**config.mk**
```make
export PLATFORM = sky130hd
export DESIGN_NAME = seq_divider32_flat
export DESIGN_NICKNAME = d
export VERILOG_FILES = /design/src/rtl/seq_divider32_if.sv /design/src/rtl/seq_divider32.sv /design/src/flat_wrapper.sv
export SDC_FILE = /design/constraint.sdc
export NUM_CORES = 1
export LEC_CHECK = 0
export CORE_ASPECT_RATIO = 0.8
export CORE_MARGIN = 2
export CORE_UTILIZATION = 41
export DETAILED_ROUTE_END_ITERATION = 12
export PLACE_DENSITY = 0.63
export SYNTH_ARGS = -nofsm -noshare
export SYNTH_HDL_FRONTEND = slang
export SYNTH_SLANG_ARGS = --single-unit
```
**constraint.sdc**
```tcl
create_clock -name clk -period 3.7 [get_ports clk]
set_input_delay 0.74 -clock clk [delete_from_list [all_inputs] [get_ports clk]]
set_output_delay 0.74 -clock clk [all_outputs]
set_load 0.02 [all_outputs]
```
**src/rtl/seq_divider32_if.sv**
```systemverilog
// seq_divider32_if
//   Handshake/data bundle between the EX-stage pipeline and seq_divider32.
//   master : pipeline side (drives operands, op, flush, out_ready)
//   slave  : divider side  (drives in_ready, out_valid, result)
//   in_valid/in_ready    operand handshake
//   dividend/divisor/op  operands and operation (00 DIV, 01 DIVU, 10 REM, 11 REMU)
//   flush                abort any operation in flight
//   out_valid/out_ready  result handshake
//   result               quotient or remainder
interface seq_divider32_if #(
    parameter int WIDTH = 32
);
    logic             in_valid;
    logic             in_ready;
    logic [WIDTH-1:0] dividend;
    logic [WIDTH-1:0] divisor;
    logic [1:0]       op;
    logic             flush;
    logic             out_valid;
    logic             out_ready;
    logic [WIDTH-1:0] result;

    modport master (
        output in_valid, dividend, divisor, op, flush, out_ready,
        input  in_ready, out_valid, result
    );

    modport slave (
        input  in_valid, dividend, divisor, op, flush, out_ready,
        output in_ready, out_valid, result
    );
endinterface

```
**src/rtl/seq_divider32.sv**
```systemverilog
// seq_divider32
//   Iterative radix-2 restoring divider for RV32M DIV/DIVU/REM/REMU.
//   One bit of quotient per cycle; one operation in flight.
//   Ports:
//     clk    rising-edge clock
//     rst_n  asynchronous active-low reset
//     bus    seq_divider32_if.slave (operand and result handshakes, flush)
//   Build option:
//     DIV_EARLY_OUT_EN  when defined, divide-by-zero, signed overflow and
//                       unsigned dividend < divisor finish straight from IDLE.
//                       Result values are identical either way.
//
//   state  | meaning
//   IDLE   | in_ready=1, waiting for an operation
//   PREP   | take magnitudes for signed ops, record result signs/special cases
//   ITER   | one shift/subtract step per cycle, WIDTH cycles
//   FIX    | apply signs and special-case overrides, select quo or rem
//   DONE   | out_valid=1, hold result until out_ready
module seq_divider32 #(
    parameter int WIDTH = 32
) (
    input  logic          clk,
    input  logic          rst_n,
    seq_divider32_if.slave bus
);
    localparam int CW = $clog2(WIDTH);
    localparam logic [WIDTH-1:0] MIN_NEG = {1'b1, {(WIDTH-1){1'b0}}};

    typedef enum logic [2:0] {S_IDLE, S_PREP, S_ITER, S_FIX, S_DONE} state_t;

    state_t           state_q,   state_d;
    logic [WIDTH-1:0] a_q,       a_d;       // original dividend, kept for overrides
    logic [WIDTH-1:0] b_q,       b_d;       // divisor, magnitude after PREP
    logic [WIDTH-1:0] quo_q,     quo_d;
    logic [WIDTH-1:0] rem_q,     rem_d;
    logic [WIDTH-1:0] result_q,  result_d;
    logic [CW-1:0]    cnt_q,     cnt_d;
    logic [1:0]       op_q,      op_d;
    logic             neg_quo_q, neg_quo_d;
    logic             neg_rem_q, neg_rem_d;
    logic             div0_q,    div0_d;
    logic             ovf_q,     ovf_d;

    logic [WIDTH:0]   shifted;
    logic [WIDTH:0]   trial;
    logic             sign_a, sign_b;
    logic [WIDTH-1:0] quo_fix, rem_fix;

    // Partial remainder after the shift can need WIDTH+1 bits; the sign of the
    // WIDTH+1-bit difference tells whether the divisor fits.
    assign shifted = {rem_q, quo_q[WIDTH-1]};
    assign trial   = shifted - {1'b0, b_q};

    assign bus.in_ready  = (state_q == S_IDLE);
    assign bus.out_valid = (state_q == S_DONE);
    assign bus.result    = result_q;

    always_comb begin
        state_d   = state_q;
        a_d       = a_q;
        b_d       = b_q;
        quo_d     = quo_q;
        rem_d     = rem_q;
        result_d  = result_q;
        cnt_d     = cnt_q;
        op_d      = op_q;
        neg_quo_d = neg_quo_q;
        neg_rem_d = neg_rem_q;
        div0_d    = div0_q;
        ovf_d     = ovf_q;
        sign_a    = !op_q[0] && a_q[WIDTH-1];
        sign_b    = !op_q[0] && b_q[WIDTH-1];
        quo_fix   = neg_quo_q ? -quo_q : quo_q;
        rem_fix   = neg_rem_q ? -rem_q : rem_q;

        if (div0_q) begin
            quo_fix = '1;
            rem_fix = a_q;
        end else if (ovf_q) begin
            quo_fix = a_q;
            rem_fix = '0;
        end

        case (state_q)
            S_IDLE: begin
                if (bus.in_valid) begin
                    a_d     = bus.dividend;
                    b_d     = bus.divisor;
                    op_d    = bus.op;
                    state_d = S_PREP;
`ifdef DIV_EARLY_OUT_EN
                    if (bus.divisor == '0) begin
                        result_d = bus.op[1] ? bus.dividend : '1;
                        state_d  = S_DONE;
                    end else if (!bus.op[0] && bus.dividend == MIN_NEG && bus.divisor == '1) begin
                        result_d = bus.op[1] ? '0 : bus.dividend;
                        state_d  = S_DONE;
                    end else if (bus.op[0] && bus.dividend < bus.divisor) begin
                        result_d = bus.op[1] ? bus.dividend : '0;
                        state_d  = S_DONE;
                    end
`endif
                end
            end
            S_PREP: begin
                quo_d     = sign_a ? -a_q : a_q;
                b_d       = sign_b ? -b_q : b_q;
                rem_d     = '0;
                neg_quo_d = sign_a ^ sign_b;
                neg_rem_d = sign_a;
                div0_d    = (b_q == '0);
                ovf_d     = !op_q[0] && (a_q == MIN_NEG) && (b_q == '1);
                cnt_d     = CW'(WIDTH - 1);
                state_d   = S_ITER;
            end
            S_ITER: begin
                if (!trial[WIDTH]) begin
                    rem_d = trial[WIDTH-1:0];
                    quo_d = {quo_q[WIDTH-2:0], 1'b1};
                end else begin
                    rem_d = shifted[WIDTH-1:0];
                    quo_d = {quo_q[WIDTH-2:0], 1'b0};
                end
                if (cnt_q == '0) begin
                    state_d = S_FIX;
                end else begin
                    cnt_d = cnt_q - CW'(1);
                end
            end
            S_FIX: begin
                result_d = op_q[1] ? rem_fix : quo_fix;
                state_d  = S_DONE;
            end
            S_DONE: begin
                if (bus.out_ready) begin
                    state_d = S_IDLE;
                end
            end
            default: state_d = S_IDLE;
        endcase

        // Pipeline kill beats everything except an idle accept.
        if (bus.flush && state_q != S_IDLE) begin
            state_d = S_IDLE;
        end
    end

    always_ff @(posedge clk or negedge rst_n) begin
        if (!rst_n) begin
            state_q   <= S_IDLE;
            a_q       <= '0;
            b_q       <= '0;
            quo_q     <= '0;
            rem_q     <= '0;
            result_q  <= '0;
            cnt_q     <= '0;
            op_q      <= '0;
            neg_quo_q <= 1'b0;
            neg_rem_q <= 1'b0;
            div0_q    <= 1'b0;
            ovf_q     <= 1'b0;
        end else begin
            state_q   <= state_d;
            a_q       <= a_d;
            b_q       <= b_d;
            quo_q     <= quo_d;
            rem_q     <= rem_d;
            result_q  <= result_d;
            cnt_q     <= cnt_d;
            op_q      <= op_d;
            neg_quo_q <= neg_quo_d;
            neg_rem_q <= neg_rem_d;
            div0_q    <= div0_d;
            ovf_q     <= ovf_d;
        end
    end
endmodule
```
**src/flat_wrapper.sv**
```systemverilog
// flat-port wrapper written by rule: the top's interface ports become plain ports
module seq_divider32_flat 
#(
    parameter int WIDTH = 32
)
  (clk, rst_n, bus_in_valid, bus_dividend, bus_divisor, bus_op, bus_flush, bus_out_ready, bus_in_ready, bus_out_valid, bus_result);
  seq_divider32_if #(.WIDTH(WIDTH)) bus_i ();
  input  logic clk;
  input  logic rst_n;
  input wire logic [$bits(bus_i.in_valid)-1:0] bus_in_valid;
  input wire logic [$bits(bus_i.dividend)-1:0] bus_dividend;
  input wire logic [$bits(bus_i.divisor)-1:0] bus_divisor;
  input wire logic [$bits(bus_i.op)-1:0] bus_op;
  input wire logic [$bits(bus_i.flush)-1:0] bus_flush;
  input wire logic [$bits(bus_i.out_ready)-1:0] bus_out_ready;
  output wire logic [$bits(bus_i.in_ready)-1:0] bus_in_ready;
  output wire logic [$bits(bus_i.out_valid)-1:0] bus_out_valid;
  output wire logic [$bits(bus_i.result)-1:0] bus_result;
  assign bus_i.in_valid = bus_in_valid;
  assign bus_i.dividend = bus_dividend;
  assign bus_i.divisor = bus_divisor;
  assign bus_i.op = bus_op;
  assign bus_i.flush = bus_flush;
  assign bus_i.out_ready = bus_out_ready;
  assign bus_in_ready = bus_i.in_ready;
  assign bus_out_valid = bus_i.out_valid;
  assign bus_result = bus_i.result;
  seq_divider32 #(.WIDTH(WIDTH)) u_core (.clk(clk), .rst_n(rst_n), .bus(bus_i));
endmodule
```
==> results of run 1 <==
## area by class of cell
| cell class | instances | area (µm²) |
|---|---|---|
| clock buffer | 19 | 442.9 |
| clock inverter | 13 | 132.6 |
| fill | 2809 | 15070 |
| inverter | 54 | 202.7 |
| multi-input combinational | 1174 | 7371 |
| sequential | 174 | 4355 |
| tap | 377 | 471.7 |
| timing repair buffer | 144 | 1380 |
## worst paths after layout
| check | startpoint | end | cells after the start | slack [ns] |
|---|---|---|---|---|
| setup / recovery | u_core.b_q[2]$_DFFE_PN0P_ | u_core.rem_q[24]$_DFFE_PN0P_ | 12 | 0.26 |
| hold / removal | rst_n | u_core.bus.result[12]$_DFFE_PN0P_ | 1 | 0.29 |
| setup reg to reg | u_core.b_q[2]$_DFFE_PN0P_ | u_core.rem_q[24]$_DFFE_PN0P_ | 12 | 0.26 |
| hold reg to reg | u_core.bus.result[23]$_DFFE_PN0P_ | u_core.bus.result[23]$_DFFE_PN0P_ | 2 | 0.48 |
| max in group asynchronous | rst_n | u_core.bus.result[27]$_DFFE_PN0P_ | 2 | 2.59 |
| min in group clk | u_core.bus.result[23]$_DFFE_PN0P_ | u_core.bus.result[23]$_DFFE_PN0P_ | 2 | 0.48 |
## placed cells by master, fill, tap and decap left out, types with 30 or more instances in the layout
cell / instances
sky130_fd_sc_hd__nor3_1: 43
sky130_fd_sc_hd__nand2_1: 223
sky130_fd_sc_hd__clkdlybuf4s50_1: 103
sky130_fd_sc_hd__a21oi_1: 99
sky130_fd_sc_hd__a22oi_1: 33
sky130_fd_sc_hd__inv_1: 53
sky130_fd_sc_hd__dfrtp_1: 173
sky130_fd_sc_hd__o22ai_1: 46
sky130_fd_sc_hd__xor2_1: 75
sky130_fd_sc_hd__xnor2_1: 38
sky130_fd_sc_hd__ha_1: 39
sky130_fd_sc_hd__mux2i_1: 33
sky130_fd_sc_hd__o21ai_0: 156
sky130_fd_sc_hd__buf_4: 37
sky130_fd_sc_hd__nor2_1: 67
sky130_fd_sc_hd__nand2b_1: 30
## layer usage
layer / up-vias / routed length (µm) / part of all wire [%] / global-route usage, %
li1: 5614 / - / - / -
met1: 5661 / 18950 / 48 / 37.65
met2: 394 / 17320 / 44 / 37.44
met3: 46 / 2468 / 6.2 / 4.630
met4: 0 / 802 / 2.0 / 7.485
met5: - / 0 / 0 / 0
## per-stage QoR
stage	power, µW	hold WS, ns
floorplan	9283	0.4444
global placement	11660	0.4636
detailed placement	11760	0.4699
CTS	13650	0.3229
global route	14810	0.3415
finish	13700	0.2905
## cells in the mapped netlist (all sizes together) (3+ instances only)
library cell  instances
or3                  17
a21boi                4
nand3b                4
a2111oi               3
nand2b               30
nand4                14
inv                  53
dfrtp               174
a211oi                8
nor2b                 5
o41ai                12
a21o                 12
a222oi               24
ha                   39
nand3                25
o31ai                27
nor3                 44
nand2               223
o211ai                5
o22ai                46
a2bb2oi               3
xor2                 75
buf                  11
xnor2                38
or4                  12
nor3b                 5
nor4                 13
a22oi                33
or2                   4
nand4b                4
and3                 15
o31a                  4
a22o                  7
clkbuf               86
mux2i                33
a21oi                99
and2                  6
o21ai               158
a32oi                 9
a31oi                13
nor2                 69
o21a                  5
o21bai                3
## worst reg2reg max path: cells and delay by family, from the launching register on
family,cells,cell delay [ns]
mux,2,0.45
compound gates,6,1.52
flops,1,0.40
fa+ha+maj,1,0.30
simple gates,1,0.16
buf+inv,2,0.47
## kinds of logic after synthesis
logic type      Yosys count  synth area share, %
compound gates          492                25.56
xor+xnor                113                8.058
fa+ha+maj                40                4.136
buf+inv                 151                4.747
flops                   174                35.45
mux                      33                2.690
simple gates            496                19.36
## power breakdown
group / leakage, µW / switching, µW / internal (µW) / total, µW
clock network: 0.000274 / 870 / 962 / 1830
logic: 0.00362 / 4680 / 3230 / 7910
registers: 0.00219 / 1260 / 2700 / 3960
total: 0.00608 / 6810 / 6890 / 13700
## flip-flops by register name, indices dropped and copies added (netlist names)
register	count
u_core.a_q	32
u_core.b_q	32
u_core.bus.result	32
u_core.quo_q	32
u_core.rem_q	32
u_core.cnt_q	5
u_core.state_q	3
u_core.op_q	2
u_core.div0_q	1
u_core.neg_quo_q	1
u_core.neg_rem_q	1
u_core.ovf_q	1
==> run_results.csv, run 1 <==
group,metric,value,unit
die,start_util,41.73,%
detailed_routing,drt-vias-per-instance,5.992,
die,die_width,197.5,µm
die,core_area,0.02943,mm²
yosys,synthesis.nets,1610,
sta,totalNegativeSetupSlack,0,ns
detailed_routing,total_wirelength_of_the_detailed_routed_design,39.54,mm
cts,number_of_buffers_added_by_the_clock_tree_synthesis_step,17,
outcome,outcome,"finished clean",
setup_path,timing.critical_path.slowest_cell_delay,0.47,ns
yosys,syn_avg_cell_area,8.193,µm²
yosys,synth_cells,1499,
power,power.density_cell_area,954.5,mW/mm²
place,dp.cells,1923,
place,placement.setup.worst_slack,0.3208,ns
place,placement.cell_area,0.01378,mm²
power,ir_worst_vdd,386.2,µV
final_layout,insertedDiodeCount,0,
sta,max_slew.worst_pin.slew,1.062,ns
power,total_leakage_power,0.006083,µW
sta,slew_headroom,29.19,%
grt,grt_use_total,25.41,%
sta,finalHoldViolCount,0,
yosys,synth_seq_area_share,35.45,%
detailed_routing,antenna_viol_nets_final,0,
yosys,ys_async_sr_fraction,100.0,%
detailed_routing,drt_first_iter_violations,1251,
setup_path,timing.critical_path.cells,"inv_1, ha_1, nor2b_1, o31a_1, o31ai_1, o31a_1, a21oi_1, mux2i_1, o311a_1, buf_4, mux2i_1, o21ai_0",
cts,cts.hold.buffers_added,0,
sta,timing.final.max_slew_violations,0,
cts,clock_tree.buffer_depth,2,
yosys,synth_area_leader_cell,"sky130_fd_sc_hd__dfrtp_1",
setup_path,worstSetupPathType,"reg -> reg",
yosys,syn-cell-area,0.01228,mm²
cts,clock_sinks,174,
worst_hold_path,holdCritPathClass,"in -> async",
sta,max_freq,290.5,MHz
cts,postCtsSetupRepairBufs,0,
detailed_routing,drc,0,
die,io-pin-count,105,
grt,grt_antenna_before_repair,0,
detailed_routing,count_of_tritonroute_iterations_in_the_first_routing_pass,6,
cts,cts_tree,"built",
cts,clock_slew_at_the_register_clock_pins_of_the_worst_setup_and_hold_paths,0.07,ns
yosys,netlist-cell-type-count,73,
final_layout,flow.area_growth_from_synthesis,16.89,%
yosys,postSynth.topFlopCell,"sky130_fd_sc_hd__dfrtp_1",
setup_path,crit_path_top_delay_cell,"sky130_fd_sc_hd__o31ai_1",
die,placementRows,56,
final_layout,final_cells,1955,
setup_path,path_buf_inv,2,
yosys,ys_seq_elements,174,
place,gpl.final_weighted_congestion,0.8953,
die,floorplan.die_area,0.03136,mm²
sta,setup_repair_after_global_routing_missed_its_margin,"no",
setup_path,cp.arrival,3.73,ns
final_layout,postLayoutCoreUtil,48.78,%
yosys,synth_top_cells_by_area,"sky130_fd_sc_hd__dfrtp_1 (35%), sky130_fd_sc_hd__nand2_1 (6.8%), sky130_fd_sc_hd__o21ai_0 (6.4%)",
sta,worst_slack,0.2572,ns
die,floorplan.die.height,158.8,µm
cts,clk_latency,0.45,ns
setup_path,critical_path_end_type,"flip-flop",
place,hpwl,28.56,mm
final_layout,fin_nets,1676,
cts,post_cts_resize_count,0,
grt,grt_overflow,0,
sta,worst_clock_skew,0.01514,ns
setup_path,crit_required,3.98,ns
final_layout,finalInstanceArea,0.01436,mm²
detailed_routing,avgRoutedWirePerCell,20.23,µm
cts,root_buffer,"sky130_fd_sc_hd__clkbuf_16",
sta,post-route-period-util,93.05,%
cts,htree_num_levels,4,
sta,setup_viol,0,
detailed_routing,route.vias.total,11715,
setup_path,start_kind,"flip-flop",
sta,post-route-min-period,3.443,ns
setup_path,critical_path_maximum_fanout,16,
run,max-cap-violations,0,
final_layout,drive_gt1_share,6.084,%
yosys,synth_warnings,0,
grt,grt_pass1_vias,11008,
place,port-buffer-count,104,
yosys,synth_edf_count,0,
grt,maximum_number_of_pins_on_one_net_before_global_route_repair,74,
yosys,synth_largest_type_area_fraction,35.45,%
setup_path,cpLargestDelayFamily,"compound AO/OA/AOI/OAI gates",
grt,grt_first_pass_wirelength,62.69,mm
(Power assumes the default switching activity.)
==> inputs of run 2 (changes only) <==
--- a/config.mk
+++ b/config.mk
@@ -5,11 +5,14 @@
 export SDC_FILE = /design/constraint.sdc
 export NUM_CORES = 1
 export LEC_CHECK = 0
+export CELL_PAD_IN_SITES_DETAIL_PLACEMENT = 2
+export CELL_PAD_IN_SITES_GLOBAL_PLACEMENT = 2
 export CORE_ASPECT_RATIO = 0.8
 export CORE_MARGIN = 2
-export CORE_UTILIZATION = 41
+export CORE_UTILIZATION = 36
 export DETAILED_ROUTE_END_ITERATION = 12
-export PLACE_DENSITY = 0.63
+export PLACE_DENSITY = 0.85
+export RECOVER_POWER = 50
 export SYNTH_ARGS = -nofsm -noshare
 export SYNTH_HDL_FRONTEND = slang
 export SYNTH_SLANG_ARGS = --single-unit
==> run 2 against run 1 <==
Against the previous run: core utilization decreased by 5.8 points; the flow now finishes with violations (capacitance limit, slew limit, setup timing); routed wire length is 24% higher; clock skew decreased by 0.0011 ns; cell area grew 0.72%; highest routed layer unchanged; maximum frequency fell by 7.0%; critical path depth rose by 1; register-to-register slack got worse by 0.26 ns; combinational power is 8.2% higher.
==> run_results.csv, run 2 (synthesized netlist as in run 1, its figures left out) <==
group,metric,value,unit
outcome,outcome,"complete, but fails checks",
outcome,violations,"capacitance limit, slew limit, setup timing",
setup_path,worstSetupPathType,"reg -> reg",
detailed_routing,avgRoutedWirePerCell,24.44,µm
cts,clock_sinks,174,
die,io-pin-count,105,
setup_path,critical_path.startpoint,"u_core.quo_q[31]$_DFFE_PN0P_",
detailed_routing,maxUsedRoutingLayer,"met4",
detailed_routing,antenna_viol_nets_final,0,
place,dp.cells,1971,
power,ir_worst_vdd,466.4,µV
cts,number_of_buffers_added_by_the_clock_tree_synthesis_step,17,
sta,setup_viol,1,
die,placementRows,60,
sta,max_slew.worst_pin.slew,2.956,ns
run,max-cap-violations,1,
final_layout,flow.area_growth_from_synthesis,17.74,%
worst_hold_path,timing.hold.worst.start,"u_core.bus.result[6]$_DFFE_PN0P_",
sta,finalHoldViolCount,0,
setup_path,critical_path_maximum_fanout,13,
cts,cts.hold.buffers_added,0,
worst_hold_path,holdCritPathClass,"reg -> reg",
die,start_util,36.52,%
detailed_routing,drt-vias-per-instance,6.258,
detailed_routing,route.vias.total,12553,
grt,grt_first_pass_wirelength,77.43,mm
sta,post-route-period-util,100.0,%
power,total_leakage_power,0.006057,µW
final_layout,layout.cells.most_common_list,"sky130_fd_sc_hd__nand2_1 (222), sky130_fd_sc_hd__dfrtp_1 (173), sky130_fd_sc_hd__o21ai_0 (154)",
detailed_routing,dr_wl_met3,2.077,mm
sta,worst_clock_skew,0.01405,ns
place,hpwl,34.20,mm
final_layout,insertedDiodeCount,0,
setup_path,r2r-start,"u_core.quo_q[31]$_DFFE_PN0P_",
detailed_routing,met1_routed_length,21.63,mm
place,placement.setup.worst_slack,0.07037,ns
final_layout,fin_nets,1670,
detailed_routing,drt_first_iter_violations,902,
setup_path,start_kind,"flip-flop",
die,floorplan.die_area,0.03562,mm²
die,floorplan.die.height,169.2,µm
sta,slew_headroom,-97.04,%
sta,final.hold.worst_slack,0.4884,ns
detailed_routing,met2_layer_wire_length_in_the_routed_design,24.19,mm
grt,grt_use_total,27.42,%
grt,maximum_number_of_pins_on_one_net_before_global_route_repair,74,
place,port-buffer-count,104,
final_layout,drive_gt1_share,6.298,%
grt,grt_antenna_before_repair,0,
final_layout,final_cells,2006,
setup_path,cp.arrival,4.01,ns
sta,max_freq,270.2,MHz
detailed_routing,count_of_tritonroute_iterations_in_the_first_routing_pass,8,
cts,root_buffer,"sky130_fd_sc_hd__clkbuf_16",
cts,clock_slew_at_the_register_clock_pins_of_the_worst_setup_and_hold_paths,0.08,ns
sta,worst_slack,-0.001337,ns
power,power.density_cell_area,1006,mW/mm²
cts,htree_num_levels,4,
place,gpl.final_weighted_congestion,0.8850,
die,die_width,210.5,µm
setup_path,critical_path_end_type,"flip-flop",
cts,cts_tree,"built",
final_layout,layout.cells.most_common,"sky130_fd_sc_hd__nand2_1",
detailed_routing,total_wirelength_of_the_detailed_routed_design,49.03,mm
setup_path,crit_required,4.01,ns
detailed_routing,drc,0,
cts,clock_tree.buffer_depth,2,
sta,timing.final.max_slew_violations,47,
grt,grt_overflow,0,
cts,clk_latency,0.46,ns
sta,post-route-min-period,3.701,ns
grt,grt_pass1_vias,13405,
die,core_area,0.03363,mm²
[run 2: changes by cell type in the layout (fill, tap and decap cells not counted), sizes merged]
| cell | delta |
|---|---|
| buf | -14 |
| bufinv | +1 |
| clkbuf | +7 |
| clkdlybuf4s50 | -1 |
| clkinvlp | -1 |
| dlygate4sd3 | +1 |
| inv | +1 |
[run 2: stage by stage]
step | TNS (ns) | instance area [µm²] | utilization, % | total power [µW]
floorplan | 0 | 12280 | - | 9283
global placement | 0 | 13790 | 41.01 | 11730
detailed placement | 0 | 13790 | 41.01 | 12260
CTS | 0 | 14400 | 42.81 | 14440
global route | -0.6222 | 14460 | 42.99 | 15590
finish | -0.001337 | 14460 | 42.99 | 14550
[run 2: worst paths after layout]
path                                                    end  slack (ns)  cells after the start
hold reg to reg            u_core.bus.result[6]$_DFFE_PN0P_        0.49                      1
setup reg to reg               u_core.rem_q[24]$_DFFE_PN0P_      -0.001                     13
hold / removal             u_core.bus.result[6]$_DFFE_PN0P_        0.49                      1
setup / recovery               u_core.rem_q[24]$_DFFE_PN0P_      -0.001                     13
min in group asynchronous      u_core.quo_q[24]$_DFFE_PN0P_        1.25                      1
max in group asynchronous       u_core.rem_q[2]$_DFFE_PN0P_        0.48                      2
[run 2: what timing repair did]
action / CTS / global route
pin swaps: 0 / 3
cloned: 0 / 1
gates resized for setup: 2 / 12
setup endpoints to repair: 11 / 35
setup buffers: 0 / 2
[run 2: power breakdown]
group / internal [µW] / total (µW) / switching [µW] / leakage [µW]
Clock: 1030 / 1940 / 914 / 0.000290
Combinational: 3260 / 8560 / 5310 / 0.00358
Sequential: 2700 / 4050 / 1350 / 0.00219
Total: 6980 / 14600 / 7570 / 0.00606
[run 2: critical path, cell delays in order, from the launching register on]
cell and delay, ns:
sky130_fd_sc_hd__dfrtp_1 0.39, sky130_fd_sc_hd__inv_2 0.10, sky130_fd_sc_hd__ha_1 0.24, sky130_fd_sc_hd__fa_1 0.43, sky130_fd_sc_hd__nor2b_2 0.16, sky130_fd_sc_hd__o31a_1 0.19, sky130_fd_sc_hd__o31ai_2 0.13, sky130_fd_sc_hd__o31a_1 0.39
sky130_fd_sc_hd__a21oi_2 0.26, sky130_fd_sc_hd__mux2i_2 0.34, sky130_fd_sc_hd__o311a_4 0.30, sky130_fd_sc_hd__buf_12 0.18, sky130_fd_sc_hd__mux2i_1 0.29, sky130_fd_sc_hd__o21ai_0 0.14
[run 2: final cells by class]
class,instances,area (µm²)
clock buffer,18,439.2
multi-input combinational,1174,7430
inverter,54,202.7
sequential,174,4355
timing repair buffer,138,1333
fill,3724,19170
clock inverter,14,157.7
tap,434,543.0
[run 2: routing by layer]
metal / vias to the layer above / global-route usage [%]
met5: - / 0
met4: 0 / 8.298
met3: 83 / 4.090
met2: 335 / 46.70
met1: 6536 / 36.11
li1: 5599 / -
==> inputs of run 3 (changes only) <==
--- a/config.mk
+++ b/config.mk
@@ -10,8 +10,9 @@
 export CORE_ASPECT_RATIO = 0.8
 export CORE_MARGIN = 2
 export CORE_UTILIZATION = 36
+export CTS_CLUSTER_SIZE = 28
 export DETAILED_ROUTE_END_ITERATION = 12
-export PLACE_DENSITY = 0.85
+export PLACE_DENSITY_LB_ADDON = 0.08
 export RECOVER_POWER = 50
 export SYNTH_ARGS = -nofsm -noshare
 export SYNTH_HDL_FRONTEND = slang
==> run 3 against run 2 <==
Against the previous run: the flow finishes with violations (capacitance limit, slew limit); clock-buffer cell count did not move; clock skew fell by 0.0041 ns; die area unchanged; register-to-register slack gained 0.23 ns; global-route usage grew 0.68 points; critical endpoint is now u_core.rem_q[19]$_DFFE_PN0P_; highest routed layer unchanged.
==> run_results.csv, run 3 (synthesized netlist as in run 1, its figures left out) <==
group,metric,value,unit
run,max-cap-violations,2,
sta,max_freq,287.7,MHz
setup_path,timing.critical_path.cells,"inv_1, ha_1, a2111oi_2, o2111ai_1, and3_1, o31ai_1, a21oi_2, mux2i_1, o311a_1, buf_4, nand2_1, o21ai_0",
cts,root_buffer,"sky130_fd_sc_hd__clkbuf_16",
grt,grt_antenna_before_repair,0,
cts,clock_tree.buffer_depth,2,
final_layout,insertedDiodeCount,0,
setup_path,worstSetupPathType,"reg -> reg",
setup_path,crit_required,4.06,ns
sta,final.hold.worst_slack,0.4841,ns
final_layout,fin_nets,1685,
setup_path,critical_path_end_type,"flip-flop",
cts,clock_slew_at_the_register_clock_pins_of_the_worst_setup_and_hold_paths,0.07,ns
setup_path,critical_path_maximum_fanout,7,
setup_path,crit_path_top_delay_cell,"sky130_fd_sc_hd__a2111oi_2",
detailed_routing,drt-vias-per-instance,6.091,
power,ir_worst_vdd,482.2,µV
power,total_leakage_power,0.006139,µW
setup_path,critical_path.startpoint,"u_core.b_q[23]$_DFFE_PN0P_",
setup_path,start_kind,"flip-flop",
cts,number_of_buffers_added_by_the_clock_tree_synthesis_step,17,
sta,worst_clock_skew,0.009956,ns
final_layout,final-seq-area,0.004355,mm²
place,hpwl,36.10,mm
die,start_util,36.52,%
final_layout,layout.cells.most_common,"sky130_fd_sc_hd__nand2_1",
detailed_routing,avgRoutedWirePerCell,24.53,µm
detailed_routing,drc,0,
detailed_routing,maxUsedRoutingLayer,"met4",
grt,maximum_number_of_pins_on_one_net_before_global_route_repair,74,
detailed_routing,drt_first_iter_violations,1132,
die,die_width,210.5,µm
detailed_routing,route.vias.total,12303,
grt,grt_overflow,0,
final_layout,n_fill_cell,3796,
sta,slew_headroom,-33.56,%
setup_path,cp.arrival,3.84,ns
die,placementRows,60,
detailed_routing,antenna_viol_nets_final,0,
final_layout,drive_gt1_share,6.683,%
worst_hold_path,holdCritPathClass,"reg -> reg",
power,power.density_cell_area,1011,mW/mm²
sta,post-route-min-period,3.475,ns
cts,clk_latency,0.45,ns
sta,timing.final.max_slew_violations,143,
sta,finalHoldViolCount,0,
setup_path,timing.critical_path.slowest_cell_delay,0.46,ns
sta,worst_slack,0.2245,ns
cts,cts_tree,"built",
final_layout,multi_input_combinational_cell_area,0.007377,mm²
detailed_routing,met2_layer_wire_length_in_the_routed_design,22.41,mm
final_layout,layout.cells.most_common_list,"sky130_fd_sc_hd__nand2_1 (223), sky130_fd_sc_hd__dfrtp_1 (173), sky130_fd_sc_hd__o21ai_0 (154)",
die,floorplan.die_area,0.03562,mm²
sta,post-route-period-util,93.93,%
sta,setup_repair_after_global_routing_missed_its_margin,"no",
detailed_routing,count_of_tritonroute_iterations_in_the_first_routing_pass,6,
sta,max_slew.worst_pin.slew,2.003,ns
place,gpl.final_weighted_congestion,0.8375,
grt,grt_first_pass_wirelength,77.49,mm
place,port-buffer-count,104,
grt,grt_use_total,28.10,%
grt,grt_pass1_vias,12739,
die,core_area,0.03363,mm²
die,io-pin-count,105,
cts,htree_num_levels,4,
detailed_routing,met1_routed_length,24.81,mm
place,placement.setup.worst_slack,0.1669,ns
die,floorplan.die.height,169.2,µm
detailed_routing,dr_wl_met3,1.932,mm
cts,clock_sinks,174,
final_layout,flow.area_growth_from_synthesis,18.11,%
outcome,outcome,"complete, but fails checks",
detailed_routing,total_wirelength_of_the_detailed_routed_design,49.55,mm
worst_hold_path,timing.hold.worst.start,"u_core.bus.result[15]$_DFFE_PN0P_",
sta,setup_viol,0,
sta,totalNegativeSetupSlack,0,ns
setup_path,r2r-start,"u_core.b_q[23]$_DFFE_PN0P_",
outcome,violations,"capacitance limit, slew limit",
## run 3: path summary, 6_finish.rpt
path	to	slack (ns)	cells past startpoint
worst max-delay path	u_core.rem_q[19]$_DFFE_PN0P_	0.22	12
worst max register to register	u_core.rem_q[19]$_DFFE_PN0P_	0.22	12
worst min-delay path	u_core.bus.result[15]$_DFFE_PN0P_	0.48	2
worst min register to register	u_core.bus.result[15]$_DFFE_PN0P_	0.48	2
min in group asynchronous	u_core.a_q[25]$_DFFE_PN0P_	0.82	1
max in group asynchronous	u_core.a_q[8]$_DFFE_PN0P_	0.65	2
## run 3: power by group
group / leakage [µW] / switching (µW) / internal (µW)
sequential: 0.00219 / 1300 / 2700
combinational: 0.00364 / 5360 / 3270
clock: 0.000308 / 878 / 1150
## run 3: metrics by stage
stage | instances | utilization, % | area (µm²) | total power (µW)
2_1_floorplan | 1499 | - | 12280 | 9283
3_3_place_gp | 1989 | 41.38 | 13920 | 12180
3_5_place_dp | 1989 | 41.38 | 13920 | 12490
4_1_cts | 2020 | 43.25 | 14550 | 14660
5_1_grt | 2020 | 43.13 | 14510 | 15730
6_report | 2020 | 43.13 | 14510 | 14660
## run 3: cell type report
| class | instances | share of cell area [%] |
|---|---|---|
| multi-input combinational | 1174 | 50.85 |
| sequential | 174 | 30.02 |
| timing repair buffer | 153 | 9.652 |
| tap | 434 | 3.743 |
| clock buffer | 18 | 3.027 |
| inverter | 54 | 1.397 |
| clock inverter | 13 | 1.302 |
## run 3: per-layer routing
metal	up-vias	global-route usage, %
met2	260	43.87
met5	-	0
met3	20	3.830
met1	6402	41.82
met4	0	4.960
li1	5621	-
## run 3: what timing repair did
item | in CTS | in global routing
setup endpoints to repair | 0 | 18
buffers inserted | 0 | 0
hold buffers | 0 | 0
resized for setup | 0 | 4
## run 3: critical path: cells and delay by family, from the launching register on
family	cells	cell delay, ns
AOI/OAI and AO/OA	6	1.60
and+or+nand+nor	2	0.43
DFF	1	0.41
buffers and inverters	2	0.37
adders and majority gates	1	0.34
muxes	1	0.23
